File: src/rtl/control_fsm.sv
// Multicycle control unit for the teaching processor: Init/Fetch/Decode plus execute
// states, with an internal instruction register and a configurable load wait.
module control_fsm #(
   parameter int D_ADDR_W  = 8,
   parameter int RF_ADDR_W = 4,
   parameter int ALU_SEL_W = 3,
   parameter int PC_W      = 7,
   parameter int LOAD_WAIT = 1,
   localparam int IW       = 4 + D_ADDR_W + RF_ADDR_W
) (
   input  logic                 Clk,
   input  logic                 Reset,
   input  logic [IW-1:0]        IR_in,
   input  logic                 Resume,
   output logic [IW-1:0]        IR,
   output logic                 PC_clr,
   output logic                 PC_up,
   output logic                 PC_ld,
   output logic [PC_W-1:0]      PC_target,
   output logic                 IR_ld,
   output logic [D_ADDR_W-1:0]  D_Addr,
   output logic                 D_Wr,
   output logic                 RF_s,
   output logic                 RF_W_en,
   output logic [RF_ADDR_W-1:0] RF_W_addr,
   output logic [RF_ADDR_W-1:0] RF_Ra_addr,
   output logic [RF_ADDR_W-1:0] RF_Rb_addr,
   output logic [ALU_SEL_W-1:0] Alu_s0,
   output logic                 Halted,
   output logic                 Illegal,
   output logic [3:0]           StateOut
);

   localparam int CNT_W = (LOAD_WAIT > 1) ? $clog2(LOAD_WAIT) : 1;
   localparam logic [CNT_W-1:0] LOAD_CNT = CNT_W'(LOAD_WAIT - 1);

   localparam logic [3:0] OP_NOOP  = 4'd0;
   localparam logic [3:0] OP_STORE = 4'd1;
   localparam logic [3:0] OP_LOAD  = 4'd2;
   localparam logic [3:0] OP_ADD   = 4'd3;
   localparam logic [3:0] OP_SUB   = 4'd4;
   localparam logic [3:0] OP_HALT  = 4'd5;
   localparam logic [3:0] OP_JMP   = 4'd6;
   localparam logic [3:0] OP_AND   = 4'd7;
   localparam logic [3:0] OP_OR    = 4'd8;

   typedef enum logic [3:0] {
      S_INIT   = 4'd0,
      S_FETCH  = 4'd1,
      S_DECODE = 4'd2,
      S_NOOP   = 4'd3,
      S_STORE  = 4'd4,
      S_LOADA  = 4'd5,
      S_LOADB  = 4'd6,
      S_ALU    = 4'd7,
      S_JMP    = 4'd8,
      S_HALT   = 4'd9
   } state_t;

   state_t               state_reg, state_next;
   logic [IW-1:0]        ir_reg;
   logic [CNT_W-1:0]     wait_cnt_reg, wait_cnt_next;

   logic [3:0]           opcode;
   logic [RF_ADDR_W-1:0] a_field, b_field, w_field;
   logic [D_ADDR_W-1:0]  da_hi, da_lo;

   assign opcode  = ir_reg[IW-1 -: 4];
   assign a_field = ir_reg[IW-5 -: RF_ADDR_W];
   assign b_field = ir_reg[IW-5-RF_ADDR_W -: RF_ADDR_W];
   assign w_field = ir_reg[RF_ADDR_W-1:0];
   assign da_hi   = ir_reg[IW-5 -: D_ADDR_W];
   assign da_lo   = ir_reg[D_ADDR_W-1:0];

   always_ff @(posedge Clk or posedge Reset) begin
      if (Reset) begin
         state_reg    <= S_INIT;
         ir_reg       <= '0;
         wait_cnt_reg <= '0;
      end else begin
         state_reg    <= state_next;
         wait_cnt_reg <= wait_cnt_next;
         if (state_reg == S_FETCH) begin
            ir_reg <= IR_in;
         end
      end
   end

   always_comb begin
      state_next    = S_FETCH;
      wait_cnt_next = wait_cnt_reg;
      case (state_reg)
         S_INIT:  state_next = S_FETCH;
         S_FETCH: state_next = S_DECODE;
         S_DECODE: begin
            case (opcode)
               OP_STORE: state_next = S_STORE;
               OP_LOAD: begin
                  state_next    = S_LOADA;
                  wait_cnt_next = LOAD_CNT;
               end
               OP_ADD, OP_SUB, OP_AND, OP_OR: state_next = S_ALU;
               OP_HALT: state_next = S_HALT;
               OP_JMP:  state_next = S_JMP;
               default: state_next = S_NOOP;
            endcase
         end
         S_LOADA: begin
            if (wait_cnt_reg == '0) begin
               state_next = S_LOADB;
            end else begin
               state_next    = S_LOADA;
               wait_cnt_next = wait_cnt_reg - CNT_W'(1);
            end
         end
         S_HALT:  state_next = Resume ? S_FETCH : S_HALT;
         // Single-cycle execute states and any unreachable code return to Fetch
         default: state_next = S_FETCH;
      endcase
   end

   always_comb begin
      PC_clr     = 1'b0;
      PC_up      = 1'b0;
      PC_ld      = 1'b0;
      PC_target  = '0;
      IR_ld      = 1'b0;
      D_Addr     = '0;
      D_Wr       = 1'b0;
      RF_s       = 1'b0;
      RF_W_en    = 1'b0;
      RF_W_addr  = '0;
      RF_Ra_addr = '0;
      RF_Rb_addr = '0;
      Alu_s0     = '0;
      Halted     = 1'b0;
      Illegal    = 1'b0;
      case (state_reg)
         S_INIT: PC_clr = 1'b1;
         S_FETCH: begin
            IR_ld = 1'b1;
            PC_up = 1'b1;
         end
         S_DECODE: Illegal = (opcode > OP_OR);
         S_STORE: begin
            D_Addr     = da_lo;
            D_Wr       = 1'b1;
            RF_Ra_addr = a_field;
         end
         S_LOADA, S_LOADB: begin
            D_Addr    = da_hi;
            RF_s      = 1'b1;
            RF_W_addr = w_field;
            RF_W_en   = (state_reg == S_LOADB);
         end
         S_ALU: begin
            RF_Ra_addr = a_field;
            RF_Rb_addr = b_field;
            RF_W_addr  = w_field;
            RF_W_en    = 1'b1;
            case (opcode)
               OP_ADD:  Alu_s0 = ALU_SEL_W'(1);
               OP_SUB:  Alu_s0 = ALU_SEL_W'(2);
               OP_AND:  Alu_s0 = ALU_SEL_W'(3);
               OP_OR:   Alu_s0 = ALU_SEL_W'(4);
               default: Alu_s0 = '0;
            endcase
         end
         S_JMP: begin
            PC_ld     = 1'b1;
            PC_target = ir_reg[PC_W-1:0];
         end
         S_HALT: Halted = 1'b1;
         default: ;
      endcase
   end

   assign IR       = ir_reg;
   assign StateOut = state_reg;

endmodule

File: config.mk
export PLATFORM = sky130hd
export DESIGN_NAME = control_fsm
export DESIGN_NICKNAME = d
export VERILOG_FILES = /design/src/rtl/control_fsm.sv
export SDC_FILE = /design/constraint.sdc
export NUM_CORES = 1
export LEC_CHECK = 0
export BUFFER_PORTS_ARGS = -buffer_cell sky130_fd_sc_hd__buf_2
export CAP_MARGIN = 10
export CORE_MARGIN = 10
export CORE_UTILIZATION = 32
export CTS_BUF_LIST = sky130_fd_sc_hd__clkbuf_16
export DETAILED_ROUTE_END_ITERATION = 16
export GPL_TIMING_DRIVEN = 0
export SLEW_MARGIN = 40
export SYNTH_ARGS = -nofsm -noshare
export SYNTH_HDL_FRONTEND = slang
export SYNTH_SLANG_ARGS = --single-unit
File: constraint.sdc
create_clock -name Clk -period 2 [get_ports Clk]
set_input_delay 0.1 -clock Clk [delete_from_list [all_inputs] [get_ports Clk]]
set_output_delay 0.1 -clock Clk [all_outputs]
set_load 0.005 [all_outputs]
==> flow_metrics.tcl <==
set metrics [dict create \
    crit-reg2reg-launch "StateOut[1]" \
    clkSinkCount 20 \
    final_nets 218 \
    synthFlopType "dfrtp_1" \
    yosysWarnings 0 \
    antenna_found_initial 0 \
    r2r_slack_ps 270 \
    reg2reg_depth 6 \
    status "finished clean" \
    drtAntennaViolNets 0 \
    whs_path_depth 2 \
    clkLatencyLatePin_ps 250 \
    synth_edf_count 0 \
    relSlewSlack_pct 70.00 \
    grt.overflow.total 0 \
    die_h_um 81.11 \
    arrival_ps 1790 \
    worst_clock_skew_ps 2.189 \
    dieArea_mm2 0.006578 \
    start_util_pct 32.89 \
    tightest_slew_ps 447.6 \
    place_area_mm2 0.001640 \
    p_leak_nw 0.9398 \
    synth_area_mm2 0.001195 \
    slew_viol_final 0 \
    fmax_mhz 529.4 \
    min_to "IR[11]" \
    first_global_vias 1166 \
    final_cell_mix "buf_2 (79), dfrtp_1 (20), and2_1 (20)" \
    ys_seq_area_share_pct 41.88 \
    drive_above_1_share_pct 57.58 \
    hold_path.class "input pin to flop" \
    final_common_cell "buf_2" \
    routed_wl_um 3917 \
    gr-usage-all-layers_pct 11.50 \
    critPathLaunchType "flop" \
    r2r-end "IR[13]" \
    antennaDiodeCount 0 \
    routed_via_density 4.821 \
    ir_worst_vdd_mv 0.6623 \
    finalSetupViolCount 0 \
    dp.cells 239 \
    place.gp.congestion 0.8018 \
    p_per_area_mw_per_mm2 1542 \
    fin_cells 246 \
    hp-start "IR_in[11]" \
    htreeDepth 1 \
    crit_type "flop to primary output" \
    crit_required_ps 1900 \
    core.rowCount 22 \
    port_buffers 77 \
    final_cell_area_mm2 0.001782 \
    avgSynthCellArea_um2 10.48 \
    min_period_ps 1889 \
    cts_buffer_depth 2 \
    crit_path_end_kind "primary output" \
    drc 0 \
    hold_viol 0 \
    async_flop_share_pct 100.0 \
    syn-instance-count 114 \
    drtPass1Iterations 4 \
    wl_per_cell_um 15.92 \
    grt_pass1_wl_um 6023 \
    ios 78 \
    core_region_area_mm2 0.003633 \
    period_share_pct 94.44 \
    cts_root_buffer "clkbuf_16" \
    dieWidth_um 81.11 \
    grt_max_degree 21 \
    cts_buffers 3 \
    synth_nets 133 \
    power_mw 2.747 \
    cp_max_fo 9 \
    crit_path_start "StateOut[3]" \
    ys_ff_latch 20 \
    drv_cap 0 \
    n_fill_cell 378 \
    path_clk_slew_ps 60 \
    via_count 1186 \
    dr.first_iter.drc_count 24 \
    syn_to_final_growth_pct 49.11 \
    cts_tree "built" \
    hpwl_um 3212 \
    synth_cell_types 29 \
]
## metrics by stage
step	worst slack (ps)	setup TNS (ps)	hold WS (ps)	util, %
after floorplan	298.7	0	63.83	-
after global placement	179.2	0	280.8	45.14
after detailed placement	140.5	0	288.2	45.14
after CTS	2.088	0	20.51	47.69
after global routing	-4.616	-11.38	84.06	49.04
final	111.2	0	76.99	49.04
## sequential cells by signal, indices dropped and copies added (netlist names)
name and cells:
IR 16, StateOut 4
## synthesized netlist by cell type (all sizes together) (2+ instances only)
master	count	area, um2
nand2b	6	45.04
nand2	2	7.510
a21oi	3	18.77
and3	2	12.51
or3	2	12.51
nor2b	3	18.77
o31ai	2	15.01
o21ai	2	10.01
nor3	4	36.29
a22o	8	70.07
dfrtp	20	500.5
nor2	10	37.54
clkbuf	2	8.750
and2	20	125.1
buf	5	40.04
mux2	17	191.4
## final cells by class
type	instances	area, um2	share of cell area, %
Tap cell	48	60.06	3.371
Buffer	6	45.04	2.528
Clock buffer	3	75.07	4.213
Clock inverter	1	3.754	0.2107
Timing Repair Buffer	81	430.4	24.16
Inverter	1	3.754	0.2107
Multi-Input combinational cell	86	663.1	37.22
Sequential cell	20	500.5	28.09
## how the worst max path moves through the flow
stage,end
after floorplan,IR[10]
after global placement,IR[4]
after detailed placement,IR[4]
after CTS,PC_target[0]
after global routing,D_Addr[6]
final,D_Addr[1]
## routing by layer
layer / GRT usage [%] / wire [um] / vias up
met3: 3.753 / 350 / 6
met5: 0 / 0 / -
met1: 12.27 / 1476 / 575
met2: 20.62 / 2004 / 38
met4: 4.325 / 85 / 0
li1: - / - / 567
## logic make-up after synthesis
| family | share of synthesized area [%] |
|---|---|
| and+or+nand+nor | 26.07 |
| DFF | 41.88 |
| AOI/OAI and AO/OA | 10.89 |
| muxes | 16.02 |
| buffers and inverters | 4.397 |
| xor gates and xnor gates | 0.7331 |
## where the power goes
| group | switching, mW | internal [mW] |
|---|---|---|
| Sequential | 0.271 | 0.611 |
| Combinational | 0.644 | 0.810 |
| Clock | 0.146 | 0.266 |
## critical path: stages (launching register included)
cell	delay (ps)
dfrtp_1	370
clkbuf_2	180
nand2b_1	320
nor3_4	280
buf_12	150
a22o_1	130
buf_2	110
## repair_timing
| action | 4_1_cts | 5_1_grt |
|---|---|---|
| buffers inserted | 0 | 3 |
| endpoints found under the setup margin | 8 | 25 |
| hold buffers | 0 | 1 |
| gates resized for setup | 2 | 2 |
| cloned | 0 | 0 |
| hold endpoints to repair | 0 | 20 |
| pin swaps | 0 | 2 |
(Power assumes the default switching activity.)
